`src/rtl/cnn_layer_accel_fas_vec_add_ctrl.sv`:
```
// ---------------------------------------------------------------------------
// cnn_layer_accel_fas_vec_add_ctrl
//
// Purpose:
//   Sequences the FAS vector-add pipeline. On a start pulse the job
//   configuration is latched. The block then issues one pipeline beat per
//   cycle, but only while every source FIFO required by the enabled adder
//   modes holds data and the sum FIFO has room. A beat pops the required
//   FIFOs and strobes the enabled adders. Beats walk the depth index
//   0..dpth_end once per pass, for num_pass passes, and then the block
//   pulses done.
//
// Optional feature:
//   VEC_ADD_CTRL_STALL_CNT_EN - when defined, builds a saturating 32-bit
//   counter of RUN cycles without a beat. When undefined, o_stall_cnt is
//   tied to 0.
//
// Handshake:
//   A FIFO pop happens in the cycle where o_*_fifo_rd_en is high. The FIFOs
//   are first-word-fall-through, so data is consumed in the same cycle.
//   o_pipe_enable is the only qualifier. It is high only when every required
//   source is non-empty and i_sum_fifo_full is low. A stalled cycle therefore
//   neither pops nor strobes anything.
//
// Ports:
//   i_clk_fas                      FAS clock, rising edge
//   i_rst_n                        asynchronous active-low reset
//   i_fas_rdy_n, i_process_cmpl    abort; either high returns to IDLE
//   i_start                        one-cycle job start (accepted in IDLE)
//   i_vec_add_en_cfg[4:0]          {pv, rm_conv, rm1, rm0, pm} enables
//   i_krnl1x1_dpth_end_cfg[15:0]   last depth-beat index (inclusive)
//   i_num_pass_cfg[15:0]           passes per job (0 means 1)
//   i_*_fifo_empty                 source FIFO empty flags
//   i_sum_fifo_full                downstream back-pressure
//   o_*_fifo_rd_en                 source FIFO pops
//   o_vector_add_*                 per-mode adder strobes
//   o_pipe_enable                  beat strobe
//   o_dpth_idx[15:0]               current depth-beat index
//   o_busy                         high in RUN and DONE
//   o_done                         one-cycle job-complete pulse
//   o_stall_cnt[31:0]              RUN stall-cycle count
//   o_dbg_state[1:0]               FSM state (0 IDLE, 1 RUN, 2 DONE)
// ---------------------------------------------------------------------------
module cnn_layer_accel_fas_vec_add_ctrl (
   input  logic        i_clk_fas,
   input  logic        i_rst_n,
   input  logic        i_fas_rdy_n,
   input  logic        i_process_cmpl,
   input  logic        i_start,
   input  logic [4:0]  i_vec_add_en_cfg,
   input  logic [15:0] i_krnl1x1_dpth_end_cfg,
   input  logic [15:0] i_num_pass_cfg,
   input  logic        i_convmap_fifo_empty,
   input  logic        i_partmap_fifo_empty,
   input  logic        i_resdmap_fifo_empty,
   input  logic        i_prevmap_fifo_empty,
   input  logic        i_conv1x1_dwc_fifo_empty,
   input  logic        i_sum_fifo_full,
   output logic        o_convmap_fifo_rd_en,
   output logic        o_partmap_fifo_rd_en,
   output logic        o_resdmap_fifo_rd_en,
   output logic        o_prevmap_fifo_rd_en,
   output logic        o_conv1x1_dwc_fifo_rd_en,
   output logic        o_vector_add_pm,
   output logic        o_vector_add_rm0,
   output logic        o_vector_add_rm1,
   output logic        o_vector_add_rm_conv,
   output logic        o_vector_add_pv,
   output logic        o_pipe_enable,
   output logic [15:0] o_dpth_idx,
   output logic        o_busy,
   output logic        o_done,
   output logic [31:0] o_stall_cnt,
   output logic [1:0]  o_dbg_state
);

   typedef enum logic [1:0] {
      ST_IDLE = 2'd0,
      ST_RUN  = 2'd1,
      ST_DONE = 2'd2
   } state_t;

   state_t      r_state;
   state_t      w_state_nxt;

   logic [4:0]  r_en;
   logic [15:0] r_dpth_end;
   logic [15:0] r_num_pass;
   logic [15:0] r_dpth_idx;
   logic [15:0] r_pass_cnt;

   logic        w_abort;
   logic        w_start_acc;
   logic        w_req_conv;
   logic        w_req_part;
   logic        w_req_resd;
   logic        w_req_prev;
   logic        w_req_dwc;
   logic        w_src_rdy;
   logic        w_pipe_en;
   logic        w_dpth_wrap;
   logic        w_last_beat;

   assign w_abort     = i_fas_rdy_n | i_process_cmpl;
   // Abort has priority, so a start that arrives together with an abort is dropped.
   assign w_start_acc = i_start & (r_state == ST_IDLE) & ~w_abort;

   // Each FIFO is required when any enabled mode reads it.
   // r_en bit order: 0 pm, 1 rm0, 2 rm1, 3 rm_conv, 4 pv.
   assign w_req_conv = r_en[0] | r_en[1] | r_en[2];
   assign w_req_part = r_en[0] | r_en[2];
   assign w_req_resd = r_en[1] | r_en[2] | r_en[3];
   assign w_req_dwc  = r_en[3] | r_en[4];
   assign w_req_prev = r_en[4];

   assign w_src_rdy = (~w_req_conv | ~i_convmap_fifo_empty) &
                      (~w_req_part | ~i_partmap_fifo_empty) &
                      (~w_req_resd | ~i_resdmap_fifo_empty) &
                      (~w_req_prev | ~i_prevmap_fifo_empty) &
                      (~w_req_dwc  | ~i_conv1x1_dwc_fifo_empty);

   assign w_pipe_en   = (r_state == ST_RUN) & ~w_abort & w_src_rdy & ~i_sum_fifo_full;
   assign w_dpth_wrap = (r_dpth_idx == r_dpth_end);
   // r_num_pass is never 0 once a job is latched, so subtracting 1 cannot underflow in RUN.
   assign w_last_beat = w_pipe_en & w_dpth_wrap & (r_pass_cnt == (r_num_pass - 16'd1));

   // FSM state register
   always_ff @(posedge i_clk_fas or negedge i_rst_n) begin
      if (!i_rst_n) begin
         r_state <= ST_IDLE;
      end else begin
         r_state <= w_state_nxt;
      end
   end

   // FSM next state
   always_comb begin
      w_state_nxt = r_state;
      if (w_abort) begin
         w_state_nxt = ST_IDLE;
      end else begin
         case (r_state)
            ST_IDLE: begin
               if (i_start) begin
                  w_state_nxt = (i_vec_add_en_cfg == 5'd0) ? ST_DONE : ST_RUN;
               end
            end
            ST_RUN: begin
               if (w_last_beat) begin
                  w_state_nxt = ST_DONE;
               end
            end
            ST_DONE: begin
               w_state_nxt = ST_IDLE;
            end
            default: begin
               w_state_nxt = ST_IDLE;
            end
         endcase
      end
   end

   // Job configuration, captured only when a start is accepted
   always_ff @(posedge i_clk_fas or negedge i_rst_n) begin
      if (!i_rst_n) begin
         r_en       <= 5'd0;
         r_dpth_end <= 16'd0;
         r_num_pass <= 16'd0;
      end else if (w_start_acc) begin
         r_en       <= i_vec_add_en_cfg;
         r_dpth_end <= i_krnl1x1_dpth_end_cfg;
         r_num_pass <= (i_num_pass_cfg == 16'd0) ? 16'd1 : i_num_pass_cfg;
      end
   end

   // Depth and pass counters. They advance only on a beat, so a stall leaves them unchanged.
   always_ff @(posedge i_clk_fas or negedge i_rst_n) begin
      if (!i_rst_n) begin
         r_dpth_idx <= 16'd0;
         r_pass_cnt <= 16'd0;
      end else if (w_abort || w_start_acc) begin
         r_dpth_idx <= 16'd0;
         r_pass_cnt <= 16'd0;
      end else if (w_pipe_en) begin
         if (w_dpth_wrap) begin
            r_dpth_idx <= 16'd0;
            r_pass_cnt <= r_pass_cnt + 16'd1;
         end else begin
            r_dpth_idx <= r_dpth_idx + 16'd1;
         end
      end
   end

`ifdef VEC_ADD_CTRL_STALL_CNT_EN
   logic [31:0] r_stall_cnt;

   // Counts RUN cycles without a beat, excluding abort cycles. It holds its value after done.
   always_ff @(posedge i_clk_fas or negedge i_rst_n) begin
      if (!i_rst_n) begin
         r_stall_cnt <= 32'd0;
      end else if (w_start_acc) begin
         r_stall_cnt <= 32'd0;
      end else if ((r_state == ST_RUN) && !w_abort && !w_pipe_en &&
                   (r_stall_cnt != 32'hFFFF_FFFF)) begin
         r_stall_cnt <= r_stall_cnt + 32'd1;
      end
   end

   assign o_stall_cnt = r_stall_cnt;
`else
   assign o_stall_cnt = 32'd0;
`endif

   assign o_pipe_enable            = w_pipe_en;
   assign o_convmap_fifo_rd_en     = w_pipe_en & w_req_conv;
   assign o_partmap_fifo_rd_en     = w_pipe_en & w_req_part;
   assign o_resdmap_fifo_rd_en     = w_pipe_en & w_req_resd;
   assign o_prevmap_fifo_rd_en     = w_pipe_en & w_req_prev;
   assign o_conv1x1_dwc_fifo_rd_en = w_pipe_en & w_req_dwc;

   assign o_vector_add_pm      = w_pipe_en & r_en[0];
   assign o_vector_add_rm0     = w_pipe_en & r_en[1];
   assign o_vector_add_rm1     = w_pipe_en & r_en[2];
   assign o_vector_add_rm_conv = w_pipe_en & r_en[3];
   assign o_vector_add_pv      = w_pipe_en & r_en[4];

   assign o_dpth_idx  = r_dpth_idx;
   assign o_busy      = (r_state == ST_RUN) | (r_state == ST_DONE);
   assign o_done      = (r_state == ST_DONE) & ~w_abort;
   assign o_dbg_state = r_state;

endmodule

```
`config.mk`:
```
export PLATFORM = sky130hd
export DESIGN_NAME = cnn_layer_accel_fas_vec_add_ctrl
export DESIGN_NICKNAME = d
export VERILOG_FILES = /design/src/rtl/cnn_layer_accel_fas_vec_add_ctrl.sv
export SDC_FILE = /design/constraint.sdc
export NUM_CORES = 1
export LEC_CHECK = 0
export CORE_MARGIN = 2
export CORE_UTILIZATION = 38
export CTS_CLUSTER_SIZE = 10
export DETAILED_ROUTE_END_ITERATION = 6
export SETUP_SLACK_MARGIN = 0.05
export SLEW_MARGIN = 25
export SYNTH_ARGS = -nofsm -noshare
export SYNTH_HDL_FRONTEND = slang
export SYNTH_SLANG_ARGS = --single-unit
```
`constraint.sdc`:
```
create_clock -name i_clk_fas -period 3.3 [get_ports i_clk_fas]
set_input_delay 0.66 -clock i_clk_fas [delete_from_list [all_inputs] [get_ports i_clk_fas]]
set_output_delay 0.66 -clock i_clk_fas [all_outputs]
set_load 0.01 [all_outputs]
```
==> out/summary.json <==
{
  "start_util": {"value": 0.386},
  "final-hold-violation-count": {"value": 0},
  "timing.critical_path.required": {"value": 2.64, "unit": "ns"},
  "grt_remaining_overflow": {"value": 0},
  "top_fanout_value_on_the_critical_path": {"value": 7},
  "synth_cell_types": {"value": 56},
  "post_synth_inst_count": {"value": 448},
  "cts_num_sinks": {"value": 71},
  "port_buffers": {"value": 78},
  "antenna_violations_before_repair": {"value": 0},
  "simple_gate_area_share_of_the_yosys_netlist": {"value": 0.206},
  "rrSetupSlack": {"value": 0.78, "unit": "ns"},
  "status": {"value": "completed"},
  "skew": {"value": 0.0109, "unit": "ns"},
  "slowest_stage": {"value": "sky130_fd_sc_hd__clkdlybuf4s50_1"},
  "fp.dieArea": {"value": 12300, "unit": "um^2"},
  "number_of_enable_flip_flop_cells_after_synthesis": {"value": 0},
  "max_transition_viols_final": {"value": 0},
  "tightestPinTransition": {"value": 0.626, "unit": "ns"},
  "min_period": {"value": 3.09, "unit": "ns"},
  "drc_violation_total_after_the_first_tritonroute_iteration": {"value": 125},
  "yosysTopAreaCell": {"value": "sky130_fd_sc_hd__dfrtp_1"},
  "synth_seq_cells": {"value": 71},
  "synth.yosys.warnings": {"value": 0},
  "layoutNonFillerInstCount": {"value": 679},
  "postRouteWirelength": {"value": 10200, "unit": "um"},
  "mapped_area": {"value": 4350, "unit": "um^2"},
  "pin_count_of_the_biggest_net_entering_global_routing": {"value": 29},
  "reg2reg_to": {"value": "o_dbg_state[0]"},
  "worst_skew_pair_latency": {"value": 0.34, "unit": "ns"},
  "postLayoutSetupSlackWorst": {"value": 0.209, "unit": "ns"},
  "cp-start-kind": {"value": "input port"},
  "cap_violations": {"value": 0},
  "num-nets-final": {"value": 585},
  "cts_tree": {"value": "built"},
  "post_synthesis_average_cell_area": {"value": 9.70, "unit": "um^2"},
  "h_tree_depth": {"value": 3},
  "dr.pass1.iters": {"value": 4},
  "cp_num_cells": {"value": 8},
  "dieWidth": {"value": 111, "unit": "um"},
  "r2r-start": {"value": "r_num_pass[9]"},
  "portion_of_total_power_attributed_to_combinational_logic": {"value": 0.180},
  "placement_rows": {"value": 39},
  "finalSetupViolations": {"value": 0},
  "most_repeated_cell_in_the_gate_level_netlist_after_synthesis": {"value": "sky130_fd_sc_hd__dfrtp_1"},
  "synth_flop_cell": {"value": "sky130_fd_sc_hd__dfrtp_1"},
  "dp_cells": {"value": 663},
  "synth_sequential_area_ratio": {"value": 0.409},
  "slew_headroom": {"value": 0.579},
  "clock_tree.buffer_depth": {"value": 2},
  "num_vias": {"value": 3495},
  "synth_top_family_by_area": {"value": "simple AND/OR/NAND/NOR gates"},
  "worst_hold_path_type": {"value": "input port to asynchronous set/reset pin"},
  "power_switching_share": {"value": 0.272},
  "numCtsBuffers": {"value": 9},
  "grt_pass1_vias": {"value": 3538},
  "io_pins": {"value": 111},
  "ratio_of_routed_vias_to_standard_cells": {"value": 5.15},
  "fillCellCount": {"value": 1058},
  "cts_hold_repair.buffers": {"value": 0},
  "dp_slack": {"value": -0.0381, "unit": "ns"},
  "seq_power_share": {"value": 0.430},
  "wire_length_of_the_first_global_routing_pass": {"value": 17000, "unit": "um"},
  "cpLargestDelayFamily": {"value": "buffers and inverters"},
  "fin_hold_ws": {"value": 0.275, "unit": "ns"},
  "clkTransAtPathRegs": {"value": 0.06, "unit": "ns"},
  "remaining_number_of_nets_flagged_by_the_antenna_check_after_routing": {"value": 0},
  "worstPathCellList": {"value": "clkdlybuf4s50_1 -> o31ai_2 -> nand4_1 -> or2_1 -> inv_2 -> and2_1 -> or2_2 -> dlygate4sd2_1"},
  "die_height": {"value": 111, "unit": "um"},
  "crit_type": {"value": "input port to output pin"},
  "rsz0062_at_grt": {"value": "no"},
  "vdd_drop_max": {"value": 0.000361, "unit": "V"},
  "critical_path.max_stage_delay": {"value": 0.45, "unit": "ns"},
  "drive_gt1_frac": {"value": 0.138},
  "grt_use_total": {"value": 0.170},
  "timing.critical_path.to_type": {"value": "output pin"},
  "clock_tree.root_cell": {"value": "sky130_fd_sc_hd__clkbuf_16"},
  "pwr-share-clk": {"value": 0.390},
  "max_clock_freq": {"value": 323, "unit": "MHz"},
  "reg2reg_depth": {"value": 6},
  "p_int": {"value": 1860, "unit": "uW"},
  "num_antenna_cells": {"value": 0},
  "post_synth_main_area_contributors": {"value": "sky130_fd_sc_hd__dfrtp_1 (41%), sky130_fd_sc_hd__mux2_2 (9.1%), sky130_fd_sc_hd__xor2_1 (6.2%), sky130_fd_sc_hd__buf_4 (5.7%), sky130_fd_sc_hd__xnor2_1 (3.6%)"},
  "placer_congestion_estimate": {"value": 0.856},
  "routedWlPerCell": {"value": 15.0, "unit": "um"},
  "synthXorXnorAreaFrac": {"value": 0.0987},
  "yosys.area.top_type_share": {"value": 0.409},
  "synth_top_cells_by_count": {"value": "sky130_fd_sc_hd__dfrtp_1 (71), sky130_fd_sc_hd__mux2_2 (35), sky130_fd_sc_hd__buf_4 (33)"},
  "post_synthesis_adder_cell_area_fraction": {"value": 0.0173},
  "setup_total_negative_slack": {"value": 0, "unit": "ns"},
  "synthMuxAreaShare": {"value": 0.105},
  "power.switching": {"value": 696, "unit": "uW"},
  "core_area": {"value": 11300, "unit": "um^2"},
  "powerDensity": {"value": 461, "unit": "nW/um^2"},
  "synth_compound_gate_area_share": {"value": 0.0777},
  "critPathArrivalTime": {"value": 2.43, "unit": "ns"},
  "ys_async_sr_fraction": {"value": 1.00},
  "p_leak": {"value": 0.00244, "unit": "uW"},
  "drc": {"value": 0},
  "post-dp-hpwl": {"value": 7620, "unit": "um"},
  "path_buf_inv": {"value": 3},
  "min_period_over_period": {"value": 0.937},
  "synthToLayoutAreaGrowth": {"value": 27.3, "unit": "%"}
}
==> through the flow <==
step,total power [uW],utilization,area (um^2)
2_1_floorplan,1430,-,4460
3_3_place_gp,1560,0.462,5210
3_5_place_dp,1570,0.462,5210
4_1_cts,2580,0.489,5510
5_1_grt,2690,0.491,5530
6_report,2550,0.491,5530
==> final cells by class <==
| cell class | count | area, um^2 | share of cell area |
|---|---|---|---|
| Clock buffer | 12 | 256 | 0.0463 |
| Clock inverter | 4 | 53.8 | 0.00972 |
| Inverter | 14 | 52.6 | 0.00950 |
| Multi-Input combinational cell | 344 | 2320 | 0.419 |
| Sequential cell | 71 | 1780 | 0.321 |
| Tap cell | 143 | 179 | 0.0323 |
| Timing Repair Buffer | 91 | 896 | 0.162 |
==> flip-flops by register name (all words and copies together), names as in the netlist <==
signal	flops
r_en	5
r_pass_cnt	16
r_num_pass	16
r_dpth_end	16
o_dpth_idx	16
o_dbg_state	2
==> cell usage in the layout, fill, tap and decap left out, drive strengths merged, types with 3 or more instances in the layout <==
| cell | count |
|---|---|
| a31oi | 3 |
| o21ai | 17 |
| o31ai | 4 |
| nor4 | 15 |
| and3 | 10 |
| and4 | 3 |
| nor2b | 3 |
| nand2 | 21 |
| mux2i | 5 |
| and2 | 8 |
| conb | 32 |
| or4 | 5 |
| buf | 14 |
| nand2b | 4 |
| clkdlybuf4s50 | 67 |
| inv | 14 |
| nor2 | 31 |
| ha | 6 |
| or2 | 3 |
| a21oi | 17 |
| nand4 | 15 |
| xnor2 | 18 |
| xor2 | 31 |
| dlygate4sd2 | 4 |
| nor3 | 10 |
| nand4b | 3 |
| clkbuf | 12 |
| dfrtp | 71 |
| or3 | 4 |
| dlymetal6s2s | 6 |
| mux2 | 36 |
| nand3 | 20 |
==> metal layers <==
metal,global-route usage,up-vias,part of all wire
met3,0.0585,12,0.060
li1,-,1697,-
met4,0.0392,0,0.012
met1,0.207,1700,0.43
met2,0.292,86,0.49
met5,0,-,0
==> power by group through the flow <==
stage	logic, uW	registers [uW]	clock network, uW
global route	513	1120	1060
finish	460	1100	996
CTS	464	1100	1020
detailed placement	461	1110	0
floorplan	359	1070	0
global placement	451	1110	0
==> how the worst max path moves through the flow <==
stage / start / endpoint / slack, ns
after floorplan: o_dbg_state[1] / o_convmap_fifo_rd_en / 0.64
after global placement: i_convmap_fifo_empty / o_partmap_fifo_rd_en / 0.01
after detailed placement: i_convmap_fifo_empty / o_conv1x1_dwc_fifo_rd_en / -0.04
after CTS: i_resdmap_fifo_empty / o_prevmap_fifo_rd_en / 0.05
after global routing: i_resdmap_fifo_empty / o_conv1x1_dwc_fifo_rd_en / 0.08
final: i_resdmap_fifo_empty / o_conv1x1_dwc_fifo_rd_en / 0.21
==> cells by family (layout without fill, tap and decap cells) <==
| kind of cell | Yosys count | after routing |
|---|---|---|
| simple gates | 161 | 161 |
| buf+inv | 64 | 121 |
| mux | 41 | 41 |
| fa+ha+maj | 6 | 6 |
| flops | 71 | 71 |
| xor+xnor | 49 | 49 |
| compound gates | 55 | 55 |
| other cells | 1 | 32 |
==> timing repair <==
item,in CTS,in global routing
setup buffers,0,0
resized for setup,4,7
setup endpoints to repair,4,6
pin swaps,1,0
endpoints found under the hold margin,0,0
Note: power is estimated with default switching activity, not from simulation.
